### src/rtl/vec_alu_sequencer_if.sv
// Sequencer bus: decoder instruction fields, RF read/write ports, ALU operand/result path, status.
// master = sequencer side (drives RF addresses, ALU operands, writeback, status);
// slave  = decoder/RF/ALU side (drives instruction fields, read data, ALU result).
interface vec_alu_sequencer_if #(
    parameter int DATA_W = 8,
    parameter int REG_W  = 2,
    parameter int ELEM_W = 3
);
    logic                    start;
    logic [3:0]              opcode;
    logic [ELEM_W:0]         vec_len;
    logic [REG_W-1:0]        src_a;
    logic [REG_W-1:0]        src_b;
    logic [REG_W-1:0]        dst;
    logic [DATA_W-1:0]       scalar;
    logic [REG_W+ELEM_W-1:0] rd_addr_a;
    logic [REG_W+ELEM_W-1:0] rd_addr_b;
    logic [DATA_W-1:0]       rd_data_a;
    logic [DATA_W-1:0]       rd_data_b;
    logic [3:0]              alu_op;
    logic [DATA_W-1:0]       alu_a;
    logic [DATA_W-1:0]       alu_b;
    logic [DATA_W-1:0]       alu_result;
    logic                    wr_en;
    logic [REG_W+ELEM_W-1:0] wr_addr;
    logic [DATA_W-1:0]       wr_data;
    logic                    busy;
    logic                    done;
    logic                    illegal_op;

    modport master (
        input  start, opcode, vec_len, src_a, src_b, dst, scalar,
               rd_data_a, rd_data_b, alu_result,
        output rd_addr_a, rd_addr_b, alu_op, alu_a, alu_b,
               wr_en, wr_addr, wr_data, busy, done, illegal_op
    );

    modport slave (
        output start, opcode, vec_len, src_a, src_b, dst, scalar,
               rd_data_a, rd_data_b, alu_result,
        input  rd_addr_a, rd_addr_b, alu_op, alu_a, alu_b,
               wr_en, wr_addr, wr_data, busy, done, illegal_op
    );
endinterface

### src/rtl/vec_alu_sequencer.sv
// Sequences one vector instruction through the element ALU, one element per cycle.
// Latency: element k read in cycle 1+k, written in 2+k; done in cycle len+2 (cycle 2 if empty/illegal).
// Backpressure: none; start is accepted only in IDLE or FIN and ignored while busy.
// Ports: clk, reset_n (async active-low), bus (master side of vec_alu_sequencer_if).
module vec_alu_sequencer #(
    parameter int DATA_W = 8,
    parameter int REG_W  = 2,
    parameter int ELEM_W = 3
) (
    input  logic clk,
    input  logic reset_n,
    vec_alu_sequencer_if.master bus
);
    localparam int              VLEN   = 1 << ELEM_W;
    localparam logic [ELEM_W:0] VLEN_L = (ELEM_W+1)'(VLEN);

    typedef enum logic [1:0] {IDLE, RUN, DRAIN, FIN} state_t;

    state_t              state;
    logic [3:0]          op_q;
    logic [REG_W-1:0]    src_a_q;
    logic [REG_W-1:0]    src_b_q;
    logic [REG_W-1:0]    dst_q;
    logic [DATA_W-1:0]   scalar_q;
    logic [ELEM_W:0]     len_q;
    logic [ELEM_W-1:0]   idx;
    logic [ELEM_W-1:0]   pipe_idx;
    logic                pipe_valid;
    logic                busy_q;
    logic                done_q;
    logic                illegal_q;

    function automatic logic op_legal(input logic [3:0] op);
        case (op)
            4'b0001, 4'b0010, 4'b0101, 4'b0110, 4'b0111,
            4'b1000, 4'b1001, 4'b1010, 4'b1011, 4'b1111: op_legal = 1'b1;
            default:                                     op_legal = 1'b0;
        endcase
    endfunction

    function automatic logic op_is_vv(input logic [3:0] op);
        op_is_vv = (op == 4'b0001) || (op == 4'b0010);
    endfunction

    logic [ELEM_W:0] len_in;
    logic            accept;
    logic            last_elem;

    assign len_in    = (bus.vec_len > VLEN_L) ? VLEN_L : bus.vec_len;
    assign accept    = bus.start && ((state == IDLE) || (state == FIN));
    // Compare in ELEM_W+1 bits so len==VLEN terminates at idx==VLEN-1 instead of wrapping.
    assign last_elem = ({1'b0, idx} == (len_q - (ELEM_W+1)'(1)));

    always_ff @(posedge clk or negedge reset_n) begin
        if (!reset_n) begin
            state      <= IDLE;
            op_q       <= '0;
            src_a_q    <= '0;
            src_b_q    <= '0;
            dst_q      <= '0;
            scalar_q   <= '0;
            len_q      <= '0;
            idx        <= '0;
            pipe_idx   <= '0;
            pipe_valid <= 1'b0;
            busy_q     <= 1'b0;
            done_q     <= 1'b0;
            illegal_q  <= 1'b0;
        end else begin
            // One-stage pipe: the element read this cycle is written back next cycle.
            pipe_valid <= (state == RUN);
            pipe_idx   <= idx;
            done_q     <= 1'b0;
            illegal_q  <= 1'b0;
            case (state)
                IDLE, FIN: begin
                    if (accept) begin
                        op_q     <= bus.opcode;
                        src_a_q  <= bus.src_a;
                        src_b_q  <= bus.src_b;
                        dst_q    <= bus.dst;
                        scalar_q <= bus.scalar;
                        len_q    <= len_in;
                        idx      <= '0;
                        busy_q   <= 1'b1;
                        // Empty or illegal instructions spend one busy cycle in DRAIN
                        // (no writes) so done still lands two cycles after start.
                        if ((len_in == '0) || !op_legal(bus.opcode))
                            state <= DRAIN;
                        else
                            state <= RUN;
                    end else begin
                        busy_q <= 1'b0;
                        state  <= IDLE;
                    end
                end
                RUN: begin
                    if (last_elem)
                        state <= DRAIN;
                    else
                        idx <= idx + ELEM_W'(1);
                end
                DRAIN: begin
                    state     <= FIN;
                    busy_q    <= 1'b0;
                    done_q    <= 1'b1;
                    illegal_q <= !op_legal(op_q);
                end
                default: state <= IDLE;
            endcase
        end
    end

    assign bus.rd_addr_a  = {src_a_q, idx};
    assign bus.rd_addr_b  = {src_b_q, idx};
    assign bus.alu_op     = op_q;
    assign bus.alu_a      = bus.rd_data_a;
    assign bus.alu_b      = op_is_vv(op_q) ? bus.rd_data_b : scalar_q;
    assign bus.wr_en      = pipe_valid;
    assign bus.wr_addr    = {dst_q, pipe_idx};
    assign bus.wr_data    = bus.alu_result;
    assign bus.busy       = busy_q;
    assign bus.done       = done_q;
    assign bus.illegal_op = illegal_q;
endmodule

### src/flat_wrapper.sv
// flat-port wrapper written by rule: the top's interface ports become plain ports
module vec_alu_sequencer_flat 
#(
    parameter int DATA_W = 8,
    parameter int REG_W  = 2,
    parameter int ELEM_W = 3
)
  (clk, reset_n, bus_start, bus_opcode, bus_vec_len, bus_src_a, bus_src_b, bus_dst, bus_scalar, bus_rd_data_a, bus_rd_data_b, bus_alu_result, bus_rd_addr_a, bus_rd_addr_b, bus_alu_op, bus_alu_a, bus_alu_b, bus_wr_en, bus_wr_addr, bus_wr_data, bus_busy, bus_done, bus_illegal_op);
  vec_alu_sequencer_if #(.DATA_W(DATA_W), .REG_W(REG_W), .ELEM_W(ELEM_W)) bus_i ();
  input  logic clk;
  input  logic reset_n;
  input wire logic [$bits(bus_i.start)-1:0] bus_start;
  input wire logic [$bits(bus_i.opcode)-1:0] bus_opcode;
  input wire logic [$bits(bus_i.vec_len)-1:0] bus_vec_len;
  input wire logic [$bits(bus_i.src_a)-1:0] bus_src_a;
  input wire logic [$bits(bus_i.src_b)-1:0] bus_src_b;
  input wire logic [$bits(bus_i.dst)-1:0] bus_dst;
  input wire logic [$bits(bus_i.scalar)-1:0] bus_scalar;
  input wire logic [$bits(bus_i.rd_data_a)-1:0] bus_rd_data_a;
  input wire logic [$bits(bus_i.rd_data_b)-1:0] bus_rd_data_b;
  input wire logic [$bits(bus_i.alu_result)-1:0] bus_alu_result;
  output wire logic [$bits(bus_i.rd_addr_a)-1:0] bus_rd_addr_a;
  output wire logic [$bits(bus_i.rd_addr_b)-1:0] bus_rd_addr_b;
  output wire logic [$bits(bus_i.alu_op)-1:0] bus_alu_op;
  output wire logic [$bits(bus_i.alu_a)-1:0] bus_alu_a;
  output wire logic [$bits(bus_i.alu_b)-1:0] bus_alu_b;
  output wire logic [$bits(bus_i.wr_en)-1:0] bus_wr_en;
  output wire logic [$bits(bus_i.wr_addr)-1:0] bus_wr_addr;
  output wire logic [$bits(bus_i.wr_data)-1:0] bus_wr_data;
  output wire logic [$bits(bus_i.busy)-1:0] bus_busy;
  output wire logic [$bits(bus_i.done)-1:0] bus_done;
  output wire logic [$bits(bus_i.illegal_op)-1:0] bus_illegal_op;
  assign bus_i.start = bus_start;
  assign bus_i.opcode = bus_opcode;
  assign bus_i.vec_len = bus_vec_len;
  assign bus_i.src_a = bus_src_a;
  assign bus_i.src_b = bus_src_b;
  assign bus_i.dst = bus_dst;
  assign bus_i.scalar = bus_scalar;
  assign bus_i.rd_data_a = bus_rd_data_a;
  assign bus_i.rd_data_b = bus_rd_data_b;
  assign bus_i.alu_result = bus_alu_result;
  assign bus_rd_addr_a = bus_i.rd_addr_a;
  assign bus_rd_addr_b = bus_i.rd_addr_b;
  assign bus_alu_op = bus_i.alu_op;
  assign bus_alu_a = bus_i.alu_a;
  assign bus_alu_b = bus_i.alu_b;
  assign bus_wr_en = bus_i.wr_en;
  assign bus_wr_addr = bus_i.wr_addr;
  assign bus_wr_data = bus_i.wr_data;
  assign bus_busy = bus_i.busy;
  assign bus_done = bus_i.done;
  assign bus_illegal_op = bus_i.illegal_op;
  vec_alu_sequencer #(.DATA_W(DATA_W), .REG_W(REG_W), .ELEM_W(ELEM_W)) u_core (.clk(clk), .reset_n(reset_n), .bus(bus_i));
endmodule
### config.mk
export PLATFORM = sky130hd
export DESIGN_NAME = vec_alu_sequencer_flat
export DESIGN_NICKNAME = d
export VERILOG_FILES = /design/src/rtl/vec_alu_sequencer_if.sv /design/src/rtl/vec_alu_sequencer.sv /design/src/flat_wrapper.sv
export SDC_FILE = /design/constraint.sdc
export NUM_CORES = 1
export LEC_CHECK = 0
export ABC_AREA = 1
export CAP_MARGIN = 20
export CORE_MARGIN = 3
export CORE_UTILIZATION = 56
export DETAILED_ROUTE_END_ITERATION = 16
export DONT_BUFFER_PORTS = 1
export GPL_TIMING_DRIVEN = 1
export HOLD_SLACK_MARGIN = 0.08
export PLACE_DENSITY_LB_ADDON = 0.12
export RECOVER_POWER = 100
export REMOVE_ABC_BUFFERS = 1
export SYNTH_ARGS = -nofsm -noshare
export SYNTH_HDL_FRONTEND = slang
export SYNTH_SLANG_ARGS = --single-unit
### constraint.sdc
create_clock -name clk -period 1.8 [get_ports clk]
set_clock_uncertainty 0.1 [all_clocks]
set_input_delay 0.36 -clock clk [delete_from_list [all_inputs] [get_ports clk]]
set_output_delay 0.36 -clock clk [all_outputs]
set_load 0.05 [all_outputs]
=== After elaboration in Yosys (flattened, before gate mapping) ===
Memories as Yosys holds them, arrays and structs flattened.
Cells that the tools add are included.

* Add/subtract/negate cells: 2
* $lt $le $gt $ge: 1
* Equal/unequal tests: 9
* Muxes and demuxes: 16
* Reduce and logical (&&, ||, !) cells: 13

{| class="wikitable"
|+ Operators by type and width
! cell !! count
|-
| $mux 8 || 1
|-
| $mux 1 || 6
|-
| $mux 2 || 3
|-
| $mux 3 || 2
|-
| $pmux 2 s3 || 1
|-
| $pmux 3 s2 || 1
|-
| $eq 2x2->1 const B || 2
|-
| $eq 3x4->1 || 1
|-
| $eq 4x1->1 const B || 1
|-
| $eq 4x2->1 const B || 1
|-
| $gt 4x4->1 const B || 1
|-
| $logic_not 4->1 || 1
|-
| $mux 4 || 1
|-
| $ne 2x1->1 const B || 2
|-
| $reduce_bool 2->1 || 2
|-
| $sub 4x1->4 const B || 1
|-
| $add 3x1->3 const B || 1
|-
| $logic_or 1x1->1 || 3
|-
| $reduce_and 3->1 || 1
|-
| $eq 2x1->1 const B || 1
|-
| $logic_not 1->1 || 2
|-
| $logic_not 2->1 || 1
|-
| $ne 2x2->1 const B || 1
|-
| $pmux 1 s2 || 1
|-
| 3 further kinds || 3
|}

* Flip-flop bits (word level): 34
* ROM bits: 32
* Input bits: 49
* Output and inout bits: 47
* Word-level logic and storage cells: 56
* Memories kept: 2

{| class="wikitable"
|+ Memories
! name !! words !! width !! rd ports !! clocked after Yosys merged registers in !! write ports !! RTL line !! RTL
|-
| (name not given) || 16 || 1 || 1 || 0 || 0 || vec_alu_sequencer.sv:34 || <nowiki>case (op)</nowiki>
|-
| (name not given) || 16 || 1 || 1 || 0 || 0 || vec_alu_sequencer.sv:34 ||
|}

=== Logic depth before layout (Yosys ltp) ===
Gate-level depths: netlist (run 1).

* Depth in word-level cells: 10
* Mapped depth: 11

=== Worst setup path after synthesis (run 1) ===
No wires, ideal clock.

* Path type: register to output
* Start point: register u_core.op_q[0] (netlist: u_core.bus.alu_op[0])
* End point: output bus_alu_b[0]
* Arrival time: 1.819 ns
* Setup slack: -0.479 ns
* Stages on the path, launching flop included: 5
* Buffers on the path: 0
* Path through: dfrtp_1 -> inv_1 -> ha_1 -> o211ai_2 -> mux2_2

* Cells in the longest elaborated chain, start to end: 3

{| class="wikitable"
|+ RTL lines
! what !! RTL line !! RTL
|-
| start, declared || vec_alu_sequencer.sv:20 || <nowiki>logic [3:0] op_q;</nowiki>
|-
| start signal, assigned || vec_alu_sequencer.sv:78 || <nowiki>op_q <= bus.opcode;</nowiki>
|-
| $eq 4x1->1 / $eq 4x2->1 (equally long branches) || vec_alu_sequencer.sv:42 || <nowiki>op_is_vv = (op == 4'b0001) || (op == 4'b0010);</nowiki>
|-
| $logic_or 1x1->1 (*) || vec_alu_sequencer.sv:42 ||
|-
| $mux 8 (*) || vec_alu_sequencer.sv:118 || <nowiki>assign bus.alu_b = op_is_vv(op_q) ? bus.rd_data_b : scalar_q;</nowiki>
|-
| end, declared || flat_wrapper.sv:26 || <nowiki>output wire logic [$bits(bus_i.alu_b)-1:0] bus_alu_b;</nowiki>
|}

Mark *: on every way between the ends. The rest lies on a longest branch, timed or not.

=== Worst setup path after layout (run 1) ===
* Start point: register u_core.op_q[1] (netlist: u_core.bus.alu_op[1])
* End point: output bus_alu_b[5]

Same word-level chain as after synthesis.

==> impl_metrics.env, run 1 <==
export IMPL_finalHoldViolCount=0
export IMPL_whs_path_depth=2
export IMPL_num_nets_final=294
export IMPL_holdWs_ns=0.106
export IMPL_synth_common_cells="75 x nand2_1, 34 x dfrtp_1, 23 x inv_1"
export IMPL_port_buffers=0
export IMPL_htree_levels=2
export IMPL_syn_to_final_growth_pct=15.9
export IMPL_yosys_most_used_dff="dfrtp_1"
export IMPL_drc_errors=0
export IMPL_grt_overflow=0
export IMPL_arrival_ns=1.74
export IMPL_firstDrtPassIters=4
export IMPL_final_core_util=0.690
export IMPL_cts_buffers_inserted=5
export IMPL_vias=1423
export IMPL_drt_iter0_markers=66
export IMPL_die_area_sq_um=4020
export IMPL_synth_edff_count=0
export IMPL_use_met3=0.130
export IMPL_end_kind="output port"
export IMPL_setup_viol=8
export IMPL_syn_area_per_cell_sq_um=8.58
export IMPL_crit_required_ns=1.34
export IMPL_gr_max_usage_layer="met2"
export IMPL_grt_max_degree=35
export IMPL_max_cap_violations=0
export IMPL_fin_cells=279
export IMPL_synth_cells=215
export IMPL_drive_above_1_share=0.187
export IMPL_synth_cell_area_sq_um=1850
export IMPL_vias_per_cell=5.10
export IMPL_place_ws_ns=-0.108
export IMPL_internal_power_mw=2.06
export IMPL_fmax_mhz=455
export IMPL_synth_most_common_cell="nand2_1"
export IMPL_grt_pass1_wl_mm=6.79
export IMPL_num_rows=20
export IMPL_status="finished, violations left"
export IMPL_die_h_um=63.4
export IMPL_die_x_um=63.4
export IMPL_path_class="flip-flop to output port"
export IMPL_synth_top_cell_area_share=0.461
export IMPL_hpwl_mm=2.88
export IMPL_synth_seq_cells=34
export IMPL_max_slew_margin=0.447
export IMPL_use_met1=0.230
export IMPL_worstMarginPinSlew_ns=0.830
export IMPL_initial_core_util=0.595
export IMPL_hold_class="primary input to flip-flop"
export IMPL_core_area_sq_um=3100
export IMPL_power_frac_seq=0.370
export IMPL_failed_checks="negative setup slack"
export IMPL_detail_route_wl_per_cell_um=15.0
export IMPL_wl_mm=4.19
export IMPL_diodes=0
export IMPL_clock_root_buffer="clkbuf_4"
export IMPL_placed_cell_area_sq_um=1850
export IMPL_dp_cells=249
export IMPL_gp_congestion=0.823
export IMPL_use_met2=0.369
export IMPL_ios=96
export IMPL_cp_max_fo=8
export IMPL_period_minus_slack_ns=2.20
export IMPL_grt_pass1_vias=1449
export IMPL_total_leakage_power_nw=1.17
export IMPL_period_share=1.22
export IMPL_combPwrFrac=0.532
export IMPL_p_sw_mw=2.47
export IMPL_setup_worst_path_start_class="flip-flop"
export IMPL_irDropWorstVdd_mv=1.19
export IMPL_clkLatencyLatePin_ns=0.34
export IMPL_yosysSeqAreaShare=0.461
export IMPL_path_clk_slew_ns=0.10
export IMPL_synth_top_area_cell="dfrtp_1"
export IMPL_rsz0062_at_grt="yes"
export IMPL_ant_nets=0
export IMPL_ys_top_cells_by_area="dfrtp_1 46%, nand2_1 15%, buf_4 8.1%"
export IMPL_synth_cell_types=22
export IMPL_cts_sinks=34
export IMPL_cts_buffer_depth=2
export IMPL_grt_use_total=0.221
export IMPL_fin_area_sq_um=2140
export IMPL_async_reset_ff_frac=1.00
export IMPL_reg2reg_depth=7
export IMPL_cts_tree="done"
export IMPL_power_density_nw_per_um2=2120
export IMPL_antenna_found_initial=0
export IMPL_clockPowerShare=0.098
export IMPL_timing_final_max_slew_violations=0
export IMPL_fin_ws_ns=-0.398
export IMPL_ys_warn_count=0
export IMPL_power_share_switching=0.544
-- per-stage QoR --
step	TNS [ns]	power (mW)
floorplan	-4.07	3.39
global placement	-0.407	3.83
detailed placement	-0.861	3.91
CTS	-3.37	4.55
global route	-3.88	4.84
finish	-3.17	4.53
-- cells by family (layout without fill, tap and decap cells) --
logic type,count (synthesis),after routing,synth area share
xor gates and xnor gates,1,1,0.00475
AOI/OAI and AO/OA,17,17,0.0536
and+or+nand+nor,96,96,0.218
DFF,34,34,0.461
adders and majority gates,11,11,0.0746
muxes,8,8,0.0488
buffers and inverters,48,68,0.139
-- registers in the layout, indices dropped and copies added (netlist names) --
register / count
u_core.idx: 3
u_core.src_a_q: 2
u_core.bus.busy: 1
u_core.src_b_q: 2
u_core.len_q: 4
u_core.bus.alu_op: 4
u_core.bus.wr_en: 1
u_core.state: 2
u_core.bus.illegal_op: 1
u_core.bus.done: 1
u_core.scalar_q: 8
u_core.pipe_idx: 3
u_core.dst_q: 2
-- worst max-delay path, cell delays in order, from the launching register on --
cell and delay [ns]:
dfrtp_1 0.41, inv_2 0.05, ha_2 0.17, o211ai_2 0.21
buf_12 0.17, mux2_4 0.39
-- layout by cell type (no fill, tap or decap), drive strengths merged --
master,synthesis,routed
a21oi,4,4
buf,21,9
clkbuf,2,13
clkinv,0,1
clkinvlp,0,1
dfrtp,34,34
dlygate4sd3,0,19
ha,11,11
inv,25,25
mux2,8,8
nand2,79,79
nand3,6,6
nand4,4,4
nor2,7,7
o211ai,1,1
o21ai,8,8
o22ai,3,3
o31ai,1,1
xor2,1,1
-- path summary, 6_finish.rpt --
kind / to / from / slack [ns]
max reg2reg: u_core.scalar_q[6] / u_core.state[0] / 0.18
min: u_core.len_q[3] / bus_vec_len[3] / 0.11
max: bus_alu_b[5] / u_core.bus.alu_op[1] / -0.40
max in group asynchronous: u_core.bus.alu_op[2] / reset_n / 0.52
min in group asynchronous: u_core.bus.alu_op[3] / reset_n / 0.57
min reg2reg: u_core.scalar_q[4] / u_core.scalar_q[4] / 0.41
-- area by class of cell --
type,instances,area [sq um]
clock inverter,2,12.5
fill,270,963
timing repair buffer,35,305
multi-input combinational,133,771
sequential,34,851
inverter,25,93.8
tap,44,55.1
clock buffer,6,51.3
-- routing by layer --
layer | vias up | routed length (um)
met5 | - | 0
met4 | 0 | 42
met3 | 7 | 473
met2 | 75 | 2020
met1 | 650 | 1650
li1 | 691 | -
-- power by group through the flow --
stage          combinational (mW)  sequential (mW)  clock, mW
2_1_floorplan                1.53             1.86          0
3_3_place_gp                 2.17             1.66          0
3_5_place_dp                 2.23             1.68          0
4_1_cts                      2.42             1.67      0.456
5_1_grt                      2.64             1.71      0.494
6_report                     2.41             1.67      0.444
-- repair_timing --
action | in CTS | in global routing
hold endpoints to repair | 52 | 0
setup endpoints to repair | 8 | 8
gates resized for setup | 10 | 2
pin swaps | 1 | 1
hold buffers | 20 | 0
setup buffers | 1 | 1
(Power assumes the default switching activity.)
==> run 2, diff against run 1 <==
PLACE_DENSITY = 0.77   (was unset)
PLACE_DENSITY_LB_ADDON = unset   (was 0.12)
==> impl_metrics.env, run 2 (synthesized netlist as in run 1, its figures left out) <==
export IMPL_irDropWorstVdd_mv=1.29
export IMPL_layout_common_cells="76 x nand2_1, 32 x dfrtp_1, 21 x inv_1"
export IMPL_firstDrtPassIters=4
export IMPL_cts_buffer_depth=2
export IMPL_die_h_um=63.4
export IMPL_failed_checks="negative setup slack"
export IMPL_ant_nets=0
export IMPL_antenna_found_initial=0
export IMPL_cp_max_fo=4
export IMPL_status="finished, violations left"
export IMPL_largest_register="u_core.scalar_q"
export IMPL_period_share=1.25
export IMPL_power_density_nw_per_um2=2130
export IMPL_clkLatencyLatePin_ns=0.33
export IMPL_detail_route_wl_per_cell_um=15.8
export IMPL_htree_levels=2
export IMPL_final_common_cell="nand2_1"
export IMPL_syn_to_final_growth_pct=22.1
export IMPL_setup_worst_path_start_class="flip-flop"
export IMPL_diodes=0
export IMPL_fmax_mhz=445
export IMPL_fin_area_sq_um=2250
export IMPL_arrival_ns=2.39
export IMPL_hold_class="primary input to flip-flop"
export IMPL_total_leakage_power_nw=1.21
export IMPL_gp_congestion=0.714
export IMPL_grt_use_total=0.234
export IMPL_initial_core_util=0.595
export IMPL_num_nets_final=302
export IMPL_ios=96
export IMPL_r2r_end="u_core.bus.illegal_op"
export IMPL_grt_pass1_wl_mm=7.29
export IMPL_place_ws_ns=-0.0947
export IMPL_wl_mm=4.54
export IMPL_path_class="flip-flop to flip-flop"
export IMPL_period_minus_slack_ns=2.25
export IMPL_grt_max_degree=35
export IMPL_grt_pass1_vias=1569
export IMPL_vias_per_cell=5.10
export IMPL_max_slew_margin=0.442
export IMPL_cts_buffers_inserted=5
export IMPL_max_cap_violations=0
export IMPL_drive_above_1_share=0.230
export IMPL_power_total_mw=4.79
export IMPL_rsz0062_at_grt="yes"
export IMPL_holdWs_ns=0.107
export IMPL_timing_rr_start="u_core.bus.alu_op[1]"
export IMPL_fin_ws_ns=-0.446
export IMPL_end_kind="flip-flop"
export IMPL_crit_end="u_core.bus.illegal_op"
export IMPL_crit_required_ns=1.95
export IMPL_largest_reg_flops=8
export IMPL_drc_errors=0
export IMPL_finalHoldViolCount=0
export IMPL_path_clk_slew_ns=0.10
export IMPL_die_x_um=63.4
export IMPL_drt_iter0_markers=94
export IMPL_vias=1463
export IMPL_grt_overflow=0
export IMPL_worstMarginPinSlew_ns=0.837
export IMPL_clock_root_buffer="clkbuf_4"
export IMPL_rrSetupSlack_ns=-0.45
export IMPL_die_area_sq_um=4020
export IMPL_core_area_sq_um=3100
export IMPL_setup_viol=26
export IMPL_hpwl_mm=2.76
export IMPL_startpoint="u_core.bus.alu_op[1]"
export IMPL_setup_tns_ns=-4.40
export IMPL_num_rows=20
export IMPL_cts_tree="done"
export IMPL_reg2reg_depth=14
export IMPL_placed_cell_area_sq_um=1850
export IMPL_timing_final_max_slew_violations=0
export IMPL_cts_sinks=34
export IMPL_port_buffers=0
-- run 2: cell types whose count changed in the layout (fill, tap and decap cells not counted), sizes merged --
cell and delta:
clkinvlp -1, buf +9
-- run 2: critical path, stage by stage, from the launching register on --
cell     delay, ns
dfrtp_2       0.44
inv_2         0.07
buf_4         0.13
buf_6         0.10
buf_4         0.12
buf_4         0.12
buf_6         0.10
buf_6         0.10
buf_6         0.10
buf_6         0.10
buf_6         0.11
ha_4          0.23
nor2_2        0.12
a21oi_2       0.05
a21oi_1       0.17
-- run 2: final cells by class --
type                       count  area [sq um]
sequential                    34           853
fill                         230           850
multi-input combinational    133           810
timing repair buffer          43           382
inverter                      25          93.8
clock buffer                   7          55.1
tap                           44          55.1
clock inverter                 1          5.00
-- run 2: repair_timing --
action | in CTS | in global routing
buffers inserted | 7 | 1
endpoints found under the hold margin | 52 | 0
setup endpoints to repair | 8 | 23
resized for setup | 19 | 8
hold buffers | 20 | 0
pin swaps | 3 | 1
gates cloned | 0 | 0
-- run 2: stage by stage --
step | instances | util
after floorplan | 192 | -
after global placement | 251 | 0.596
after detailed placement | 251 | 0.596
after CTS | 286 | 0.724
after global routing | 287 | 0.726
final | 287 | 0.726
-- run 2: worst min-delay path by stage --
stage / startpoint / depth (start not counted) / end
2_1_floorplan: reset_n / 0 / u_core.bus.alu_op[0]
3_3_place_gp: reset_n / 0 / u_core.scalar_q[4]
3_5_place_dp: reset_n / 0 / u_core.scalar_q[4]
4_1_cts: bus_opcode[1] / 2 / u_core.bus.alu_op[1]
5_1_grt: bus_vec_len[2] / 2 / u_core.len_q[2]
6_report: bus_vec_len[2] / 2 / u_core.len_q[2]
-- run 2: power by group --
part	internal, mW	switching, mW
registers	1.08	0.612
logic	0.965	1.70
clock network	0.189	0.247
-- run 2: layer usage --
layer  wire [um]  global-route usage
met5           0                   0
met4         112              0.0836
met3         300              0.0927
met2        2370               0.407
met1        1760               0.258
